[src/rtl/id_operand_pipe_if.sv]
// ID/EX boundary bundle: registered decode results handed to EX.
// master drives (id_operand_pipe), slave consumes (EX).
interface id_operand_pipe_if #(
  parameter int DW   = 32,
  parameter int AW   = 5,
  parameter int OPW  = 8,
  parameter int SELW = 3
);
  logic [OPW-1:0]  aluop;
  logic [SELW-1:0] alusel;
  logic [DW-1:0]   reg1;
  logic [DW-1:0]   reg2;
  logic [AW-1:0]   wd;
  logic            wreg;
  logic [DW-1:0]   link_addr;
  logic [31:0]     inst;
  logic            in_dslot;

  modport master (
    output aluop, alusel, reg1, reg2, wd,
    output wreg, link_addr, inst, in_dslot
  );

  modport slave (
    input aluop, alusel, reg1, reg2, wd,
    input wreg, link_addr, inst, in_dslot
  );
endinterface

[src/rtl/id_operand_pipe.sv]
// Decode-stage operand fetch, forwarding, load-use interlock, branch resolve.
// Define ID_PERF_CNT_EN for branch-taken / load-use stall counters.
module id_operand_pipe #(
  parameter int DW   = 32,
  parameter int AW   = 5,
  parameter int NFWD = 2,
  parameter int OPW  = 8,
  parameter int SELW = 3
) (
  input  logic              clk,
  input  logic              rst,
  input  logic              stall_i,
  input  logic              flush_i,
  input  logic [DW-1:0]     pc_i,
  input  logic [31:0]       inst_i,
  input  logic [OPW-1:0]    aluop_i,
  input  logic [SELW-1:0]   alusel_i,
  input  logic [AW-1:0]     wd_i,
  input  logic              wreg_i,
  input  logic [DW-1:0]     imm_i,
  input  logic              rd1_en_i,
  input  logic [AW-1:0]     rd1_addr_i,
  input  logic              rd2_en_i,
  input  logic [AW-1:0]     rd2_addr_i,
  input  logic [3:0]        br_type_i,
  input  logic              link_i,
  input  logic [DW-1:0]     rf_rdata1_i,
  input  logic [DW-1:0]     rf_rdata2_i,
  input  logic [NFWD-1:0]   fwd_wreg_i,
  input  logic [NFWD*AW-1:0] fwd_wd_i,
  input  logic [NFWD*DW-1:0] fwd_wdata_i,
  input  logic [NFWD-1:0]   fwd_rdy_i,
  output logic [AW-1:0]     rf_raddr1_o,
  output logic [AW-1:0]     rf_raddr2_o,
  output logic              stallreq_o,
  output logic              branch_flag_o,
  output logic [DW-1:0]     branch_target_o,
  id_operand_pipe_if.master ex
`ifdef ID_PERF_CNT_EN
  ,
  output logic [31:0]       perf_br_taken_o,
  output logic [31:0]       perf_lu_stall_o
`endif
);

  localparam logic [DW-1:0] FOUR  = DW'(4);
  localparam logic [DW-1:0] EIGHT = DW'(8);

  // Returns {hazard, data}; scanning old->young lets the youngest match win.
  function automatic logic [DW:0] sel_op(
    input logic          en,
    input logic [AW-1:0] a,
    input logic [DW-1:0] rf
  );
    logic [DW-1:0] d;
    logic          h;
    d = rf;
    h = 1'b0;
    for (int k = NFWD-1; k >= 0; k--) begin
      if (fwd_wreg_i[k] && fwd_wd_i[k*AW +: AW] == a) begin
        d = fwd_wdata_i[k*DW +: DW];
        h = ~fwd_rdy_i[k];
      end
    end
    if (!en) begin
      d = imm_i;
      h = 1'b0;
    end else if (a == '0) begin
      d = '0;
      h = 1'b0;
    end
    return {h, d};
  endfunction

  logic [DW:0]   s1, s2;
  logic [DW-1:0] op1, op2;
  logic          hz, cap, bub;
  logic [DW-1:0] pc4, jtgt, ctgt, tgt;
  logic          take;
  logic          dslot_q;

  assign s1  = sel_op(rd1_en_i, rd1_addr_i, rf_rdata1_i);
  assign s2  = sel_op(rd2_en_i, rd2_addr_i, rf_rdata2_i);
  assign op1 = s1[DW-1:0];
  assign op2 = s2[DW-1:0];
  assign hz  = s1[DW] | s2[DW];

  assign rf_raddr1_o = rd1_addr_i;
  assign rf_raddr2_o = rd2_addr_i;
  assign stallreq_o  = hz & ~rst;

  assign pc4  = pc_i + FOUR;
  assign jtgt = {pc4[DW-1:28], inst_i[25:0], 2'b00};
  assign ctgt = pc4 + {{(DW-18){inst_i[15]}}, inst_i[15:0], 2'b00};

  always_comb begin
    take = 1'b0;
    tgt  = ctgt;
    case (br_type_i)
      4'd1: begin take = 1'b1; tgt = jtgt; end
      4'd2: begin take = 1'b1; tgt = op1;  end
      4'd3: take = (op1 == op2);
      4'd4: take = (op1 != op2);
      4'd5: take = ~op1[DW-1];
      4'd6: take = ~op1[DW-1] & (op1 != '0);
      4'd7: take = op1[DW-1] | (op1 == '0);
      4'd8: take = op1[DW-1];
      default: take = 1'b0;
    endcase
  end

  assign branch_flag_o   = take & ~hz;
  assign branch_target_o = branch_flag_o ? tgt : '0;

  // Interlock bubbles EX even under stall_i; ctrl holds ID via stallreq_o.
  assign bub = rst | flush_i | hz;
  assign cap = ~bub & ~stall_i;

  always_ff @(posedge clk) begin
    if (bub) begin
      ex.aluop     <= '0;
      ex.alusel    <= '0;
      ex.reg1      <= '0;
      ex.reg2      <= '0;
      ex.wd        <= '0;
      ex.wreg      <= 1'b0;
      ex.link_addr <= '0;
      ex.inst      <= '0;
      ex.in_dslot  <= 1'b0;
    end else if (cap) begin
      ex.aluop     <= aluop_i;
      ex.alusel    <= alusel_i;
      ex.reg1      <= op1;
      ex.reg2      <= op2;
      ex.wd        <= wd_i;
      ex.wreg      <= wreg_i;
      ex.link_addr <= link_i ? pc_i + EIGHT : '0;
      ex.inst      <= inst_i;
      ex.in_dslot  <= dslot_q;
    end
  end

  always_ff @(posedge clk) begin
    if (rst || flush_i)
      dslot_q <= 1'b0;
    else if (cap)
      dslot_q <= (br_type_i != 4'd0);
  end

`ifdef ID_PERF_CNT_EN
  always_ff @(posedge clk) begin
    if (rst) begin
      perf_br_taken_o <= '0;
      perf_lu_stall_o <= '0;
    end else begin
      if (branch_flag_o && cap)
        perf_br_taken_o <= perf_br_taken_o + 32'd1;
      if (hz)
        perf_lu_stall_o <= perf_lu_stall_o + 32'd1;
    end
  end
`endif

endmodule
[src/flat_wrapper.sv]
// flat-port wrapper written by rule: the top's interface ports become plain ports
module id_operand_pipe_flat 
#(
  parameter int DW   = 32,
  parameter int AW   = 5,
  parameter int NFWD = 2,
  parameter int OPW  = 8,
  parameter int SELW = 3
)
  (clk, rst, stall_i, flush_i, pc_i, inst_i, aluop_i, alusel_i, wd_i, wreg_i, imm_i, rd1_en_i, rd1_addr_i, rd2_en_i, rd2_addr_i, br_type_i, link_i, rf_rdata1_i, rf_rdata2_i, fwd_wreg_i, fwd_wd_i, fwd_wdata_i, fwd_rdy_i, rf_raddr1_o, rf_raddr2_o, stallreq_o, branch_flag_o, branch_target_o, ex_aluop, ex_alusel, ex_reg1, ex_reg2, ex_wd, ex_wreg, ex_link_addr, ex_inst, ex_in_dslot);
  id_operand_pipe_if #(.DW(DW), .AW(AW), .OPW(OPW), .SELW(SELW)) ex_i ();
  input  logic clk;
  input  logic rst;
  input  logic stall_i;
  input  logic flush_i;
  input  logic [DW-1:0] pc_i;
  input  logic [31:0] inst_i;
  input  logic [OPW-1:0] aluop_i;
  input  logic [SELW-1:0] alusel_i;
  input  logic [AW-1:0] wd_i;
  input  logic wreg_i;
  input  logic [DW-1:0] imm_i;
  input  logic rd1_en_i;
  input  logic [AW-1:0] rd1_addr_i;
  input  logic rd2_en_i;
  input  logic [AW-1:0] rd2_addr_i;
  input  logic [3:0] br_type_i;
  input  logic link_i;
  input  logic [DW-1:0] rf_rdata1_i;
  input  logic [DW-1:0] rf_rdata2_i;
  input  logic [NFWD-1:0] fwd_wreg_i;
  input  logic [NFWD*AW-1:0] fwd_wd_i;
  input  logic [NFWD*DW-1:0] fwd_wdata_i;
  input  logic [NFWD-1:0] fwd_rdy_i;
  output logic [AW-1:0] rf_raddr1_o;
  output logic [AW-1:0] rf_raddr2_o;
  output logic stallreq_o;
  output logic branch_flag_o;
  output logic [DW-1:0] branch_target_o;
  output wire logic [$bits(ex_i.aluop)-1:0] ex_aluop;
  output wire logic [$bits(ex_i.alusel)-1:0] ex_alusel;
  output wire logic [$bits(ex_i.reg1)-1:0] ex_reg1;
  output wire logic [$bits(ex_i.reg2)-1:0] ex_reg2;
  output wire logic [$bits(ex_i.wd)-1:0] ex_wd;
  output wire logic [$bits(ex_i.wreg)-1:0] ex_wreg;
  output wire logic [$bits(ex_i.link_addr)-1:0] ex_link_addr;
  output wire logic [$bits(ex_i.inst)-1:0] ex_inst;
  output wire logic [$bits(ex_i.in_dslot)-1:0] ex_in_dslot;
  assign ex_aluop = ex_i.aluop;
  assign ex_alusel = ex_i.alusel;
  assign ex_reg1 = ex_i.reg1;
  assign ex_reg2 = ex_i.reg2;
  assign ex_wd = ex_i.wd;
  assign ex_wreg = ex_i.wreg;
  assign ex_link_addr = ex_i.link_addr;
  assign ex_inst = ex_i.inst;
  assign ex_in_dslot = ex_i.in_dslot;
  id_operand_pipe #(.DW(DW), .AW(AW), .NFWD(NFWD), .OPW(OPW), .SELW(SELW)) u_core (.clk(clk), .rst(rst), .stall_i(stall_i), .flush_i(flush_i), .pc_i(pc_i), .inst_i(inst_i), .aluop_i(aluop_i), .alusel_i(alusel_i), .wd_i(wd_i), .wreg_i(wreg_i), .imm_i(imm_i), .rd1_en_i(rd1_en_i), .rd1_addr_i(rd1_addr_i), .rd2_en_i(rd2_en_i), .rd2_addr_i(rd2_addr_i), .br_type_i(br_type_i), .link_i(link_i), .rf_rdata1_i(rf_rdata1_i), .rf_rdata2_i(rf_rdata2_i), .fwd_wreg_i(fwd_wreg_i), .fwd_wd_i(fwd_wd_i), .fwd_wdata_i(fwd_wdata_i), .fwd_rdy_i(fwd_rdy_i), .rf_raddr1_o(rf_raddr1_o), .rf_raddr2_o(rf_raddr2_o), .stallreq_o(stallreq_o), .branch_flag_o(branch_flag_o), .branch_target_o(branch_target_o), .ex(ex_i));
endmodule
[config.mk]
export PLATFORM = sky130hd
export DESIGN_NAME = id_operand_pipe_flat
export DESIGN_NICKNAME = d
export VERILOG_FILES = /design/src/rtl/id_operand_pipe_if.sv /design/src/rtl/id_operand_pipe.sv /design/src/flat_wrapper.sv
export SDC_FILE = /design/constraint.sdc
export NUM_CORES = 1
export LEC_CHECK = 0
export CORE_AREA = 2 2 180 182
export DETAILED_ROUTE_END_ITERATION = 10
export DIE_AREA = 0 0 182 184
export PLACE_DENSITY_LB_ADDON = 0.1
export SYNTH_ARGS = -nofsm -noshare
export SYNTH_HDL_FRONTEND = slang
export SYNTH_SLANG_ARGS = --single-unit
[constraint.sdc]
create_clock -name clk -period 10.16 [get_ports clk]
set_input_delay 3.048 -clock clk [delete_from_list [all_inputs] [get_ports clk]]
set_output_delay 3.048 -clock clk [all_outputs]
set_load 0.01 [all_outputs]
==> results <==
power breakdown:
group          internal [mW]  switching [mW]
Clock                  0.352           0.297
Sequential             0.595         0.00981
Combinational          0.413           0.370
timing repair:
action	in CTS	in global routing
buffers inserted	32	25
pin swaps	52	64
cloned	3	1
setup endpoints to repair	33	33
gates resized for setup	214	133
critical path, delay by kind of cell:
family	cells	cell delay (ns)
simple gates	5	1.73
compound gates	4	1.00
buf+inv	6	0.89
xor+xnor	1	0.25
mux	1	0.14
registers in the layout, indices dropped and copies added (netlist names):
register             count
u_core.ex.reg1          32
u_core.ex.in_dslot       1
u_core.ex.wd             5
u_core.ex.reg2          32
u_core.dslot_q           1
u_core.ex.alusel         3
u_core.ex.aluop          8
u_core.ex.link_addr     32
u_core.ex.wreg           1
u_core.ex.inst          32
cells in the final DEF (no fill, tap or decap), types with 25 or more instances in the layout:
cell / instances
nor2_1: 221
buf_4: 301
nand4_1: 25
a22oi_1: 51
xor2_1: 37
buf_6: 26
nor2b_1: 41
xnor2_1: 79
ha_1: 29
mux2i_1: 161
a21oi_1: 76
dfxtp_1: 147
nand2_1: 40
clkdlybuf4s50_1: 400
o21ai_0: 40
stage by stage:
step	utilization [%]	total power, mW	std cells	hold slack (ns)
2_1_floorplan	-	0.9289	1344	0.4611
4_1_cts	60.10	2.027	2453	0.4891
6_report	61.36	2.037	2482	0.4847
3_3_place_gp	56.17	1.337	2388	0.4669
5_1_grt	61.36	2.127	2482	0.5150
3_5_place_dp	56.17	1.339	2388	0.4730
area by class of cell:
| type | count | area [um^2] |
|---|---|---|
| Antenna cell | 4 | 10.01 |
| Tap cell | 402 | 503.0 |
| Timing Repair Buffer | 796 | 7176 |
| Clock buffer | 18 | 439.2 |
| Inverter | 15 | 56.30 |
| Fill cell | 2810 | 12130 |
| Clock inverter | 14 | 145.1 |
| Sequential cell | 147 | 2943 |
| Multi-Input combinational cell | 1086 | 7990 |
layer usage:
metal	routed length (um)	vias up
met4	1876	0
met1	21690	6251
met2	26230	526
met5	0	-
met3	3665	97
li1	-	6252
logic make-up after synthesis:
family | Yosys count
AO/OA/AOI/OAI | 298
XOR/XNOR | 130
adder cells (fa/ha/maj) | 32
buffers and inverters | 113
flip-flops | 147
multiplexers | 173
AND/OR/NAND/NOR | 451
worst min path at each step:
| stage | start | end |
|---|---|---|
| 6_report | u_core.ex.reg1[11] | u_core.ex.reg1[11] |
| 5_1_grt | u_core.ex.link_addr[2] | u_core.ex.link_addr[2] |
| 4_1_cts | u_core.ex.reg1[11] | u_core.ex.reg1[11] |
| 3_5_place_dp | u_core.ex.reg1[11] | u_core.ex.reg1[11] |
| 3_3_place_gp | u_core.ex.link_addr[4] | u_core.ex.link_addr[4] |
| 2_1_floorplan | u_core.dslot_q | u_core.ex.in_dslot |
==> flow_metrics.tcl <==
set metrics [dict create \
    status "completed" \
    worst_r2r_endpoint "u_core.ex.link_addr[27]" \
    use_met3_pct 5.784 \
    synth_top_family_by_area "simple AND/OR/NAND/NOR gates" \
    row_count 65 \
    vdd_drop_max_uv 112.6 \
    worstPathMaxFanout 6 \
    synthArstFlopShare_pct 0 \
    root_buffer "clkbuf_16" \
    slew_violations 0 \
    holdBufCountCts 0 \
    hold_path.class "flop to flop" \
    detailedPlace.worstSlack_ns -1.140 \
    synthMuxAreaShare_pct 16.19 \
    setup_violations 0 \
    grt_first_pass_wirelength_um 78850 \
    synth_fa_ha_area_share_pct 3.792 \
    areaGrowthSynthToFinish_pct 79.07 \
    layout.nets 2371 \
    grt_pass1_vias 13047 \
    path_clk_slew_ns 0.07 \
    cts_sinks 147 \
    track_usage_pct 30.63 \
    finalWeightedCongestion 0.9427 \
    cts_max_level 4 \
    final_cell_area_mm2 0.01926 \
    synth_most_common_cell "nor2_1" \
    grt_use_met2_pct 53.83 \
    cp.arrival_ns 7.06 \
    initial_core_util_pct 34.26 \
    max_stage_delay_ns 0.59 \
    reg2reg_slack_ns 9.46 \
    vias_per_cell 5.288 \
    portBuffers 465 \
    ys_seq_area_share_pct 27.36 \
    synth-xor-area-share_pct 10.59 \
    via_count 13126 \
    clockBufferDepth 2 \
    synth-simple-area-share_pct 19.52 \
    synth_largest_area_cell "dfxtp_1" \
    required_ns 7.11 \
    gr-usage-met1_pct 37.14 \
    core_mm2 0.03139 \
    synth_top_area_share_pct 27.36 \
    fin_skew_ns 0.00006264 \
    clk_latency_ns 0.43 \
    drive_gt1_share_pct 24.47 \
    hold_viol 0 \
    synth_compound_area_share_pct 18.15 \
    timing.final.crit_share_pct 99.51 \
    dp_hpwl_um 41380 \
    tritoncts "done" \
    cp-end-kind "output pin" \
    io_pins 466 \
    wl_per_cell_um 21.54 \
    netlist_instances 1344 \
    drt-pass1-iter-count 8 \
    dieArea_mm2 0.03349 \
    worst_setup_path_startpoint "rd1_addr_i[4]" \
    synth_edf_count 0 \
    drt-initial-drc-count 874 \
    grt-ovfl-total 0 \
    grt_max_degree 90 \
    r2r_cells 2 \
    max_freq_mhz 98.91 \
    ys_seq_elements 147 \
    ys_warn_count 0 \
    ys_top_cells_by_count "nor2_1 (232), mux2i_1 (165), dfxtp_1 (147), xnor2_1 (92), a21oi_1 (78)" \
    p_per_area_mw_per_mm2 105.7 \
    hold_path_depth 2 \
    critPathLaunchType "primary input" \
    die_y_um 184 \
    slew_headroom_pct 29.33 \
    syn_area_per_cell_um2 8.003 \
    grt.busiest_layer "met2" \
    ant_nets 0 \
    p_leak_nw 8.203 \
    ys_types 60 \
    maxCapViolCount 0 \
    tightest_slew_ns 1.060 \
    synth_ff_type "dfxtp_1" \
    placed_area_mm2 0.01763 \
    regToRegStartpoint "u_core.ex.link_addr[27]" \
    cts_buffers 17 \
    crit_end "branch_target_o[29]" \
    wl_um 53470 \
    antenna_found_initial 4 \
    die_width_um 182 \
    post-route-drc-count 0 \
    worstSetupPathType "primary input to output pin" \
    fin_crit_ns 10.11 \
    setup_slack_ns 0.04929 \
    syn-num-nets 1652 \
    path_cells "clkbuf_2, or4_4, o21ai_4, nor3_4, buf_12, buf_6, a222oi_1, xor2_1, nand4_1, or4_4, nor4_4, mux2i_4, buf_6, o211a_4, buf_12, a221oi_4, buf_2" \
    setup_tns_ns 0 \
    synth_area_leaders "dfxtp_1 (27%), mux2i_1 (15%), nor2_1 (8.1%)" \
    cp_slowest_cell "or4_4" \
    netlist_area_mm2 0.01076 \
]
No activity file was read; power rests on OpenSTA's default activity.
